--- src/rtl/sub_64bit_if.sv ---
// Operand/result bundle for the 64-bit subtractor: operands in, registered difference and flag out.
interface sub_64bit_if;
  logic [63:0] a;
  logic [63:0] b;
  logic        cin;
  logic [63:0] result;
  logic        overflow;

  modport master (output a, output b, output cin, input result, input overflow);
  modport slave  (input a, input b, input cin, output result, output overflow);
endinterface

--- src/rtl/sub_64bit.sv ---
// 64-bit two's-complement subtractor (a - b - cin) for the ALU SUB path.
// Ripple chain of full-adder cells computes a + ~b + ~cin; result and overflow are registered.
module sub_64bit (
  input  logic        clk,
  input  logic        rst_n,
  sub_64bit_if.slave  bus
);

  logic [63:0] b_inv;
  logic [63:0] gen;
  logic [63:0] prop;
  logic [63:0] carry;
  logic [63:0] sum;
  logic        ovf;

  assign b_inv    = ~bus.b;
  assign carry[0] = ~bus.cin;

  // Carry out of bit 63 is never formed: the result wraps and overflow uses sign bits only.
  genvar i;
  generate
    for (i = 0; i < 64; i++) begin : g_fa
      assign gen[i]  = bus.a[i] & b_inv[i];
      assign prop[i] = bus.a[i] ^ b_inv[i];
      assign sum[i]  = prop[i] ^ carry[i];
      if (i < 63) begin : g_carry
        assign carry[i+1] = gen[i] | (prop[i] & carry[i]);
      end
    end
  endgenerate

  assign ovf = (bus.a[63] != bus.b[63]) & (sum[63] != bus.a[63]);

  always_ff @(posedge clk) begin
    if (!rst_n) begin
      bus.result   <= 64'd0;
      bus.overflow <= 1'b0;
    end else begin
      bus.result   <= sum;
      bus.overflow <= ovf;
    end
  end

endmodule

--- src/flat_wrapper.sv ---
// flat-port wrapper written by rule: the top's interface ports become plain ports
module sub_64bit_flat 
  (clk, rst_n, bus_a, bus_b, bus_cin, bus_result, bus_overflow);
  sub_64bit_if bus_i ();
  input  logic clk;
  input  logic rst_n;
  input wire logic [$bits(bus_i.a)-1:0] bus_a;
  input wire logic [$bits(bus_i.b)-1:0] bus_b;
  input wire logic [$bits(bus_i.cin)-1:0] bus_cin;
  output wire logic [$bits(bus_i.result)-1:0] bus_result;
  output wire logic [$bits(bus_i.overflow)-1:0] bus_overflow;
  assign bus_i.a = bus_a;
  assign bus_i.b = bus_b;
  assign bus_i.cin = bus_cin;
  assign bus_result = bus_i.result;
  assign bus_overflow = bus_i.overflow;
  sub_64bit u_core (.clk(clk), .rst_n(rst_n), .bus(bus_i));
endmodule
--- config.mk ---
export PLATFORM = sky130hd
export DESIGN_NAME = sub_64bit_flat
export DESIGN_NICKNAME = d
export VERILOG_FILES = /design/src/rtl/sub_64bit_if.sv /design/src/rtl/sub_64bit.sv /design/src/flat_wrapper.sv
export SDC_FILE = /design/constraint.sdc
export NUM_CORES = 1
export LEC_CHECK = 0
export CAP_MARGIN = 20
export CORE_MARGIN = 4
export CORE_UTILIZATION = 38
export CTS_CLUSTER_DIAMETER = 80
export CTS_CLUSTER_SIZE = 14
export DETAILED_ROUTE_END_ITERATION = 6
export GPL_TIMING_DRIVEN = 0
export PLACE_DENSITY = 0.77
export SLEW_MARGIN = 20
export SYNTH_ARGS = -nofsm -noshare
export SYNTH_HDL_FRONTEND = slang
export SYNTH_SLANG_ARGS = --single-unit
--- constraint.sdc ---
create_clock -name clk -period 42.3 [get_ports clk]
set_input_delay 8.46 -clock clk [delete_from_list [all_inputs] [get_ports clk]]
set_output_delay 8.46 -clock clk [all_outputs]
set_load 0.05 [all_outputs]
* Word-level counts from Yosys, hierarchy flattened *
Index checks and enable logic that the tools add are counted.
Widths: inputs -> output; s select.

cells by class
  bitwise gates (word level) = 320
  eq/ne operators = 2

operators with widths
  kind         number
  $xor 1x1->1  128
  $and 1x1->1  127
  $not 64->64  1
  $or 1x1->1   63
  $ne 1x1->1   2
  $not 1->1    1

word-level totals
  flip-flop bits (word level) = 65
  word-level logic and storage cells = 324
  output and inout port bits = 65
  bits of input ports = 131

* Logic depth before layout (Yosys ltp) *
Gate-level depths: netlist (run 1).

  depth in word-level cells = 131
  mapped depth = 66
  depth with buffers taken out = 66

* Worst setup path before layout (run 1) *
No wires, ideal clock.

  kind = input to register
  from = input port bus_cin
  to = register u_core.bus.overflow
  data required time = 42.230 ns
  stages = 65
  path buffers = 0
  path slack = 9.312 ns
  setup time = 0.070 ns
  arrival time = 32.918 ns
  cells stage by stage = fa_1 -> fa_1 -> fa_1 -> fa_1 -> fa_1 -> fa_1 -> fa_1 -> fa_1 -> fa_1 -> fa_1 -> fa_1 -> fa_1 -> fa_1 -> fa_1 -> fa_1 -> fa_1 -> fa_1 -> fa_1 -> [... 29 more ...] -> fa_1 -> fa_1 -> fa_1 -> fa_1 -> fa_1 -> fa_1 -> fa_1 -> fa_1 -> fa_1 -> fa_1 -> fa_1 -> fa_1 -> fa_1 -> fa_1 -> fa_1 -> fa_1 -> or3b_1 -> a21boi_1

on the way
  cells in the longest elaborated chain, start to end = 130

RTL lines
  what                  line                text
  from (decl)           flat_wrapper.sv:9   input wire logic [$bits(bus_i.cin)-1:0] bus_cin;
  $not 1->1             sub_64bit.sv:17     assign carry[0] = ~bus.cin;
  $and 1x1->1           sub_64bit.sv:27     assign carry[i+1] = gen[i] | (prop[i] & carry[i]);
  $or 1x1->1            sub_64bit.sv:27
  $and 1x1->1           sub_64bit.sv:27
  $or 1x1->1            sub_64bit.sv:27
  $and 1x1->1           sub_64bit.sv:27
  $or 1x1->1            sub_64bit.sv:27
  $and 1x1->1           sub_64bit.sv:27
  [... 114 more ...]    n/a
  $or 1x1->1            sub_64bit.sv:27
  $and 1x1->1           sub_64bit.sv:27
  $or 1x1->1            sub_64bit.sv:27
  $and 1x1->1           sub_64bit.sv:27
  $or 1x1->1            sub_64bit.sv:27
  $xor 1x1->1           sub_64bit.sv:25     assign sum[i] = prop[i] ^ carry[i];
  $ne 1x1->1            sub_64bit.sv:32     assign ovf = (bus.a[63] != bus.b[63]) & (sum[63] != bus.a[63]);
  $and 1x1->1           sub_64bit.sv:32
  to (signal assigned)  sub_64bit.sv:40     bus.overflow <= ovf;
  to (decl)             sub_64bit_if.sv:10  modport slave (input a, input b, input cin, output result, output overflow);

No other way between the ends.
A chain may end at the register's enable or synchronous reset.

* Worst setup path in the final report (run 1) *
  from = input port bus_a[0]
  to = register u_core.bus.overflow

on the way
  cells in the longest elaborated chain, start to end = 130
  elaborated cells on any way between the ends = 131
  classes of those cells = eq/ne (1); bitwise (130)

RTL lines
  what                line               text
  from (decl)         flat_wrapper.sv:7  input wire logic [$bits(bus_i.a)-1:0] bus_a;
  $xor 1x1->1         sub_64bit.sv:24    assign prop[i] = bus.a[i] ^ b_inv[i];
  $and 1x1->1         sub_64bit.sv:27
  $or 1x1->1 (*)      sub_64bit.sv:27
  $and 1x1->1 (*)     sub_64bit.sv:27
  $or 1x1->1 (*)      sub_64bit.sv:27
  $and 1x1->1 (*)     sub_64bit.sv:27
  $or 1x1->1 (*)      sub_64bit.sv:27
  $and 1x1->1 (*)     sub_64bit.sv:27
  [... 114 more ...]  n/a
  $or 1x1->1 (*)      sub_64bit.sv:27
  $and 1x1->1 (*)     sub_64bit.sv:27
  $or 1x1->1 (*)      sub_64bit.sv:27
  $and 1x1->1 (*)     sub_64bit.sv:27
  $or 1x1->1 (*)      sub_64bit.sv:27
  $xor 1x1->1 (*)     sub_64bit.sv:25
  $ne 1x1->1 (*)      sub_64bit.sv:32
  $and 1x1->1 (*)     sub_64bit.sv:32

Mark *: on every way between the ends. The rest lies on a longest branch, timed or not.

==> impl_results.html, run 1 <==
<table>
<tr><th>Metric</th><th>Value</th></tr>
<tr><th colspan="2">Clock network</th></tr>
<tr><td># resized after CTS</td><td>0</td></tr>
<tr><td>TritonCTS clock tree</td><td>done</td></tr>
<tr><td>Clock root cell</td><td>sky130_fd_sc_hd__clkbuf_8</td></tr>
<tr><td>Total clock sinks</td><td>65</td></tr>
<tr><td>Quantity of hold-fixing buffers added after cts</td><td>0</td></tr>
<tr><td>Clock slew seen by the registers of the worst setup and hold paths</td><td>0.07 ns</td></tr>
<tr><td>Max Buffers Root-to-Sink</td><td>2</td></tr>
<tr><td>Deepest level of the CTS H-tree</td><td>3</td></tr>
<tr><td>Post-CTS Setup Repair Bufs</td><td>0</td></tr>
<tr><td>Number of clock buffers inserted by TritonCTS</td><td>9</td></tr>
<tr><th colspan="2">Placement</th></tr>
<tr><td>Post-place instance area</td><td>5350 um2</td></tr>
<tr><td>Number of buffers inserted by port buffering</td><td>~190</td></tr>
<tr><td>Gpl congestion</td><td>0.782</td></tr>
<tr><td>Detail Placement HPWL</td><td>just over 7000 um</td></tr>
<tr><th colspan="2">Min path</th></tr>
<tr><td>Class of the tightest hold or removal check</td><td>input port to flop</td></tr>
<tr><td>Origin of the worst min-delay path</td><td>rst_n</td></tr>
<tr><td>Cell depth of the worst hold path</td><td>2</td></tr>
<tr><td>Sink of the worst hold path</td><td>u_core.bus.result[2]</td></tr>
<tr><th colspan="2">Timing</th></tr>
<tr><td>Headroom to the max-slew limit</td><td>64.0%</td></tr>
<tr><td>Minimum clock period after layout</td><td>34.38 ns</td></tr>
<tr><td>F_max</td><td>approximately 29 MHz</td></tr>
<tr><td>Hold violation total from the final report</td><td>0</td></tr>
<tr><td>Slew at the pin closest to its max-slew limit</td><td>0.539 ns</td></tr>
<tr><td>Final cycle utilization of the critical path</td><td>81.3%</td></tr>
<tr><td>Unrepaired setup endpoints after global routing</td><td>false</td></tr>
<tr><td>Final Setup Violations</td><td>0</td></tr>
<tr><td>Final-report max-slew violation count</td><td>0</td></tr>
<tr><td>Setup TNS Final</td><td>0 ns</td></tr>
<tr><th colspan="2">Routing</th></tr>
<tr><td>DRC violations left</td><td>0</td></tr>
<tr><td>Average wire per cell in the routed design</td><td>14.3 um</td></tr>
<tr><td>Number of antenna-violating nets in the routed design</td><td>0</td></tr>
<tr><td>DR vias/cell</td><td>4.16</td></tr>
<tr><td>Routed Wire Length</td><td>8330 um</td></tr>
<tr><td>Number of DRC markers after the initial detailed-route iteration</td><td>25</td></tr>
<tr><td>Number of iterations in the first detailed-routing pass</td><td>2</td></tr>
<tr><td>Routed vias</td><td>approximately 2400</td></tr>
<tr><th colspan="2">Global routing</th></tr>
<tr><td>Grt ovf</td><td>0</td></tr>
<tr><td>Via count of the first global-routing pass</td><td>2730</td></tr>
<tr><td>Global router's overall resource usage</td><td>16.9%</td></tr>
<tr><td>Global-route wire length before repair</td><td>roughly 13000 um</td></tr>
<tr><td>Pin count of the biggest net entering global routing</td><td>11</td></tr>
<tr><td>Initial antenna violation count</td><td>0</td></tr>
<tr><th colspan="2">Setup path</th></tr>
<tr><td>Worst Setup End Kind</td><td>flop</td></tr>
<tr><td>Critical Path Source Type</td><td>input port</td></tr>
<tr><td>Category of cells accounting for the largest share of critical-path delay</td><td>adder cells</td></tr>
<tr><td>Class of the most critical setup path</td><td>input port to flop</td></tr>
<tr><td>Max FO, Critical Path</td><td>3</td></tr>
<tr><td>Cell repeated most along the worst path</td><td>sky130_fd_sc_hd__fa_1</td></tr>
<tr><td>Worst path buffer plus inverter count</td><td>2</td></tr>
<tr><td>Arrival time of data at the critical path endpoint</td><td>34.64 ns</td></tr>
<tr><td>Crit path largest cell delay</td><td>0.46 ns</td></tr>
<tr><td>Crit path max-delay cell type</td><td>sky130_fd_sc_hd__clkdlybuf4s50_1</td></tr>
<tr><td>Worst Path Required</td><td>42.56 ns</td></tr>
<tr><th colspan="2">Power and ir drop</th></tr>
<tr><td>Share of total power in sequential cells</td><td>between 30% and 40%</td></tr>
<tr><td>Sw frac</td><td>33.4%</td></tr>
<tr><td>Pleak</td><td>2.38 nW</td></tr>
<tr><td>IR Drop Worst-Case VDD</td><td>~0.000016 V</td></tr>
<tr><td>Share of total power in the clock network</td><td>between 20% and 30%</td></tr>
<tr><td>Internal power summed over all cells</td><td>140 uW</td></tr>
<tr><td>Combinational Power Share</td><td>38.0%</td></tr>
<tr><td>Net switching power</td><td>70.3 uW</td></tr>
<tr><td>Power per cell area</td><td>37.7 nW/um2</td></tr>
<tr><th colspan="2">Synth</th></tr>
<tr><td>Synth top area cells</td><td>sky130_fd_sc_hd__dfxtp_1 (40%), sky130_fd_sc_hd__fa_1 (38%), sky130_fd_sc_hd__nor2b_1 (12%)</td></tr>
<tr><td>Number of warnings printed during yosys synthesis</td><td>0</td></tr>
<tr><td>Number of synthesized register bits</td><td>65</td></tr>
<tr><td>Seq/Total Area, Yosys</td><td>39.7%</td></tr>
<tr><td>Netlist cell types</td><td>10</td></tr>
<tr><td>Mapped Avg Cell Area</td><td>12.3 um2</td></tr>
<tr><td>Share of Yosys cell area claimed by the top area cell type</td><td>39.7%</td></tr>
<tr><td>Syn Inst Count</td><td>266</td></tr>
<tr><td>Netlist area before placement</td><td>3280 um2</td></tr>
<tr><td>Synthesized Nets</td><td>460</td></tr>
<tr><td>Post-synthesis cell type with the largest combined area</td><td>sky130_fd_sc_hd__dfxtp_1</td></tr>
<tr><th colspan="2">Layout</th></tr>
<tr><td>Post-layout nets</td><td>665</td></tr>
<tr><td>Ant diodes</td><td>0</td></tr>
<tr><td>Layout Cell Area excl Fill</td><td>approximately 5600 um2</td></tr>
<tr><td>Area growth syn-to-layout</td><td>70.0%</td></tr>
<tr><td>Fraction of layout cells with a size suffix above 1</td><td>3.99%</td></tr>
<tr><th colspan="2">Floorplanning</th></tr>
<tr><td>IO Count</td><td>roughly 200</td></tr>
<tr><td>Number of standard-cell rows in the floorplan</td><td>33</td></tr>
<tr><td>X dimension of the die</td><td>101 um</td></tr>
<tr><td>Core area</td><td>8300 um2</td></tr>
<tr><td>Area of the die</td><td>10200 um2</td></tr>
<tr><td>Height of the die</td><td>a little over 100 um</td></tr>
<tr><td>Initial core utilization</td><td>39.5%</td></tr>
<tr><th colspan="2">Outcome</th></tr>
<tr><td>Status</td><td>complete, no violations</td></tr>
<tr><th colspan="2">Run</th></tr>
<tr><td>MaxCap Viol Count</td><td>0</td></tr>
</table>
[cells by family (layout without fill, tap and decap cells)]
kind of cell	count (synthesis)	in the layout	synth area share [%]
AOI/OAI and AO/OA	1	1	0.229
xor gates and xnor gates	1	1	0.687
buffers and inverters	70	280	8.24
adders and majority gates	63	63	38.5
DFF	65	65	39.7
and+or+nand+nor	66	66	12.7
[power by group through the flow]
stage / sequential (mW) / combinational, mW / clock, mW
after global routing: 0.0723 / 0.0857 / 0.0639
after CTS: 0.0715 / 0.0810 / 0.0608
final: 0.0714 / 0.0798 / 0.0590
after global placement: 0.0724 / 0.0788 / 0
after detailed placement: 0.0728 / 0.0807 / 0
after floorplan: 0.102 / 0.0169 / 0
[cell usage in the layout, fill, tap and decap left out]
cell type,instances
sky130_fd_sc_hd__nand3b_1,1
sky130_fd_sc_hd__bufinv_16,2
sky130_fd_sc_hd__fa_1,63
sky130_fd_sc_hd__clkdlybuf4s50_1,194
sky130_fd_sc_hd__nor2b_1,64
sky130_fd_sc_hd__or3b_1,1
sky130_fd_sc_hd__dfxtp_1,65
sky130_fd_sc_hd__xnor3_1,1
sky130_fd_sc_hd__clkbuf_1,4
sky130_fd_sc_hd__inv_1,63
sky130_fd_sc_hd__buf_2,6
sky130_fd_sc_hd__a21boi_1,1
sky130_fd_sc_hd__clkbuf_8,11
[metal layers]
metal / up-vias / wire length, um / GRT usage, % / share of wire, %
li1: 1148 / - / - / -
met5: - / 0 / 0 / 0
met1: 1135 / 2650 / 16.3 / 32
met2: 125 / 4520 / 31.7 / 54
met4: 0 / 153 / 6.54 / 1.8
met3: 11 / 1010 / 6.64 / 12
[synthesized netlist by cell type]
master / n
sky130_fd_sc_hd__xnor3_1: 1
sky130_fd_sc_hd__clkbuf_1: 1
sky130_fd_sc_hd__or3b_1: 1
sky130_fd_sc_hd__inv_1: 63
sky130_fd_sc_hd__buf_2: 6
sky130_fd_sc_hd__a21boi_1: 1
sky130_fd_sc_hd__nand3b_1: 1
sky130_fd_sc_hd__dfxtp_1: 65
sky130_fd_sc_hd__nor2b_1: 64
sky130_fd_sc_hd__fa_1: 63
[stage by stage]
| step | hold slack, ns | setup slack [ns] | power [mW] | util, % | instances |
|---|---|---|---|---|---|
| CTS | 8.48 | 7.85 | 0.213 | 67.2 | 581 |
| floorplan | 8.62 | 9.31 | 0.118 | - | 266 |
| detailed placement | 8.84 | 7.51 | 0.153 | 64.5 | 565 |
| global route | 8.48 | 7.12 | 0.222 | 67.2 | 581 |
| finish | 8.48 | 7.92 | 0.210 | 67.2 | 581 |
| global placement | 8.83 | 7.82 | 0.151 | 64.5 | 565 |
[registers in the layout (all words and copies together) (netlist names)]
name	cells
u_core.bus.overflow	1
u_core.bus.result	64
[cell type report]
type                       count  area [um2]
buffer                         7        33.8
clock buffer                  14         163
clock inverter                 2        60.1
fill                         650        2720
inverter                      63         236
multi-input combinational    131        1710
sequential                    65        1300
tap                          105         131
timing repair buffer         194        1940
[how the worst max path moves through the flow]
stage	start	to	slack (ns)	cells past startpoint
CTS	bus_a[0]	u_core.bus.overflow	7.85	67
global placement	bus_a[0]	u_core.bus.overflow	7.82	67
floorplan	bus_cin	u_core.bus.overflow	9.31	65
global route	bus_a[0]	u_core.bus.overflow	7.12	67
detailed placement	bus_a[0]	u_core.bus.overflow	7.51	67
finish	bus_a[0]	u_core.bus.overflow	7.92	67
(Power assumes the default switching activity.)
==> run 2, diff against run 1 <==
clock period = 32 ns   (was 42.3 ns; I/O delays follow)
==> impl_results.html, run 2 (synthesized netlist as in run 1, its figures left out) <==
<table>
<tr><th>Metric</th><th>Value</th></tr>
<tr><th colspan="2">Layout</th></tr>
<tr><td>Fraction of layout cells with a size suffix above 1</td><td>8.19% (+4.2 points)</td></tr>
<tr><td>Most frequent cells in the layout</td><td>sky130_fd_sc_hd__clkdlybuf4s50_1 (194), sky130_fd_sc_hd__dfxtp_1 (65), sky130_fd_sc_hd__nor2b_1 (64)</td></tr>
<tr><td>Reg area</td><td>1300 um2 (unchanged)</td></tr>
<tr><td>Post-layout nets</td><td>665 (unchanged)</td></tr>
<tr><td>Filler cell count</td><td>638 (-1.8%)</td></tr>
<tr><td>Most common cell after layout, fill and taps aside</td><td>sky130_fd_sc_hd__clkdlybuf4s50_1</td></tr>
<tr><td>Core occupancy in the finished layout</td><td>67.8% (+0.60 points)</td></tr>
<tr><td>Ant diodes</td><td>0 (unchanged)</td></tr>
<tr><td>Number of flip-flops in the largest register</td><td>64 (unchanged)</td></tr>
<tr><td>Area growth syn-to-layout</td><td>71.5%</td></tr>
<tr><td>Largest registers ranked by flip-flop count</td><td>u_core.bus.result x64, u_core.bus.overflow x1</td></tr>
<tr><td>Layout Cell Area excl Fill</td><td>5630 um2 (+0.90%)</td></tr>
<tr><td>Area of the multi-input gates</td><td>1760 um2 (+2.9%)</td></tr>
<tr><td>Register with the most flip-flops</td><td>u_core.bus.result</td></tr>
<tr><th colspan="2">Timing</th></tr>
<tr><td>Minimum clock period after layout</td><td>31.31 ns</td></tr>
<tr><td>Hold WS</td><td>6.42 ns (-2.06 ns)</td></tr>
<tr><td>Unrepaired setup endpoints after global routing</td><td>false</td></tr>
<tr><td>F_max</td><td>31.9 MHz</td></tr>
<tr><td>Setup TNS Final</td><td>0 ns (unchanged)</td></tr>
<tr><td>Headroom to the max-slew limit</td><td>63.5% (-0.41 points)</td></tr>
<tr><td>Hold violation total from the final report</td><td>0 (unchanged)</td></tr>
<tr><td>Slew at the pin closest to its max-slew limit</td><td>0.545 ns (+0.00617 ns)</td></tr>
<tr><td>Final-report max-slew violation count</td><td>0 (unchanged)</td></tr>
<tr><td>Final Setup Violations</td><td>0 (unchanged)</td></tr>
<tr><td>Final cycle utilization of the critical path</td><td>97.8%</td></tr>
<tr><th colspan="2">Global routing</th></tr>
<tr><td>Pin count of the biggest net entering global routing</td><td>11 (unchanged)</td></tr>
<tr><td>Via count of the first global-routing pass</td><td>2731 (+0.037%)</td></tr>
<tr><td>Grt ovf</td><td>0 (unchanged)</td></tr>
<tr><td>Global router's overall resource usage</td><td>16.9% (about the same)</td></tr>
<tr><td>Global-route wire length before repair</td><td>12800 um (-0.11%)</td></tr>
<tr><td>Initial antenna violation count</td><td>0 (unchanged)</td></tr>
<tr><th colspan="2">Power and ir drop</th></tr>
<tr><td>IR Drop Worst-Case VDD</td><td>0.0000209 V (+33%)</td></tr>
<tr><td>Power per cell area</td><td>49.5 nW/um2 (+31%)</td></tr>
<tr><td>Pleak</td><td>2.36 nW (-0.69%)</td></tr>
<tr><th colspan="2">Placement</th></tr>
<tr><td>Detail Placement HPWL</td><td>7250 um (unchanged)</td></tr>
<tr><td>Post-place instance area</td><td>5350 um2 (unchanged)</td></tr>
<tr><td>Gpl congestion</td><td>0.782 (unchanged)</td></tr>
<tr><td>Number of buffers inserted by port buffering</td><td>194 (unchanged)</td></tr>
<tr><th colspan="2">Floorplanning</th></tr>
<tr><td>IO Count</td><td>196 (unchanged)</td></tr>
<tr><td>Number of standard-cell rows in the floorplan</td><td>33 (unchanged)</td></tr>
<tr><td>X dimension of the die</td><td>101 um (unchanged)</td></tr>
<tr><td>Core area</td><td>8300 um2 (unchanged)</td></tr>
<tr><td>Initial core utilization</td><td>39.5% (unchanged)</td></tr>
<tr><td>Area of the die</td><td>10200 um2 (unchanged)</td></tr>
<tr><td>Height of the die</td><td>101 um (unchanged)</td></tr>
<tr><th colspan="2">Setup path</th></tr>
<tr><td>Arrival time of data at the critical path endpoint</td><td>31.57 ns (-3.07 ns)</td></tr>
<tr><td>Class of the most critical setup path</td><td>input port to flop</td></tr>
<tr><td>Worst Setup End Kind</td><td>flop</td></tr>
<tr><td>Cell repeated most along the worst path</td><td>sky130_fd_sc_hd__fa_1</td></tr>
<tr><td>Critical Path Source Type</td><td>input port</td></tr>
<tr><td>Worst path buffer plus inverter count</td><td>2 (unchanged)</td></tr>
<tr><td>Crit path largest cell delay</td><td>0.46 ns (about the same)</td></tr>
<tr><td>Crit path max-delay cell type</td><td>sky130_fd_sc_hd__clkdlybuf4s50_1</td></tr>
<tr><td>Worst Path Required</td><td>32.26 ns (-10.30 ns)</td></tr>
<tr><td>Max FO, Critical Path</td><td>3 (unchanged)</td></tr>
<tr><td>Category of cells accounting for the largest share of critical-path delay</td><td>adder cells</td></tr>
<tr><th colspan="2">Clock network</th></tr>
<tr><td>Number of clock buffers inserted by TritonCTS</td><td>9 (unchanged)</td></tr>
<tr><td>Max Buffers Root-to-Sink</td><td>2 (unchanged)</td></tr>
<tr><td>Clock root cell</td><td>sky130_fd_sc_hd__clkbuf_8</td></tr>
<tr><td>Deepest level of the CTS H-tree</td><td>3 (unchanged)</td></tr>
<tr><td>TritonCTS clock tree</td><td>done</td></tr>
<tr><td>Clock slew seen by the registers of the worst setup and hold paths</td><td>0.07 ns (about the same)</td></tr>
<tr><td>Total clock sinks</td><td>65 (unchanged)</td></tr>
<tr><th colspan="2">Routing</th></tr>
<tr><td>Routed Wire Length</td><td>8350 um (+0.31%)</td></tr>
<tr><td>Top routing layer used</td><td>met4</td></tr>
<tr><td>Number of antenna-violating nets in the routed design</td><td>0 (unchanged)</td></tr>
<tr><td>Met1 WL</td><td>2640 um (-0.30%)</td></tr>
<tr><td>Number of DRC markers after the initial detailed-route iteration</td><td>28 (+12%)</td></tr>
<tr><td>Routed vias</td><td>2400 (-0.79%)</td></tr>
<tr><td>Average wire per cell in the routed design</td><td>14.4 um (+0.31%)</td></tr>
<tr><td>DRC violations left</td><td>0 (unchanged)</td></tr>
<tr><td>Routed met3 length</td><td>1000 um (-0.60%)</td></tr>
<tr><td>Number of iterations in the first detailed-routing pass</td><td>3 (+1)</td></tr>
<tr><td>WL met2</td><td>4570 um (+1.2%)</td></tr>
<tr><td>DR vias/cell</td><td>4.13 (-0.79%)</td></tr>
<tr><th colspan="2">Outcome</th></tr>
<tr><td>Status</td><td>complete, no violations</td></tr>
<tr><th colspan="2">Min path</th></tr>
<tr><td>Class of the tightest hold or removal check</td><td>input port to flop</td></tr>
<tr><th colspan="2">Run</th></tr>
<tr><td>MaxCap Viol Count</td><td>0 (unchanged)</td></tr>
</table>
[run 2: per-stage QoR]
stage | power (mW) | std cells | setup slack [ns]
global route | 0.294 | 581 | 0.0213
finish | 0.279 | 581 | 0.688
global placement | 0.200 | 565 | -0.420
detailed placement | 0.203 | 565 | -0.735
CTS | 0.282 | 581 | 0.0167
floorplan | 0.157 | 266 | 1.07
[run 2: final timing paths]
path                  from              endpoint  slack [ns]  depth (start not counted)
setup / recovery  bus_a[0]   u_core.bus.overflow        0.69                         67
hold / removal       rst_n  u_core.bus.result[2]        6.42                          2
[run 2: metal layers]
metal / GRT usage, % / vias up
met2: 31.7 / 124
met1: 16.3 / 1120
li1: - / 1145
met3: 6.64 / 11
met4: 6.54 / 0
met5: 0 / -
[run 2: power by group]
part	total, mW	leakage (nW)	switching [mW]	internal (mW)
Combinational	0.107	1.71	0.0609	0.0457
Clock	0.0778	0.111	0.0295	0.0483
Sequential	0.0943	0.542	0.00264	0.0917
[run 2: timing repair]
item                                    4_1_cts  5_1_grt
gates cloned                                  0        0
hold buffers                                  0        0
hold endpoints to repair                      0        0
pin swaps                                     0        1
setup buffers                                 0        0
gates resized for setup                       7       13
endpoints found under the setup margin        2        3
[run 2: cell type report]
class,instances,area share (%)
Buffer,7,0.601
Clock buffer,14,2.89
Clock inverter,2,1.07
Inverter,63,4.20
Multi-Input combinational cell,131,31.3
Sequential cell,65,23.1
Tap cell,105,2.34
Timing Repair Buffer,194,34.5
==> run 3, diff against run 2 <==
SKIP_LAST_GASP = 1   (was unset)
==> results of run 3 <==
Same layout as run 2: the final DEF is identical, and so are final timing and power.
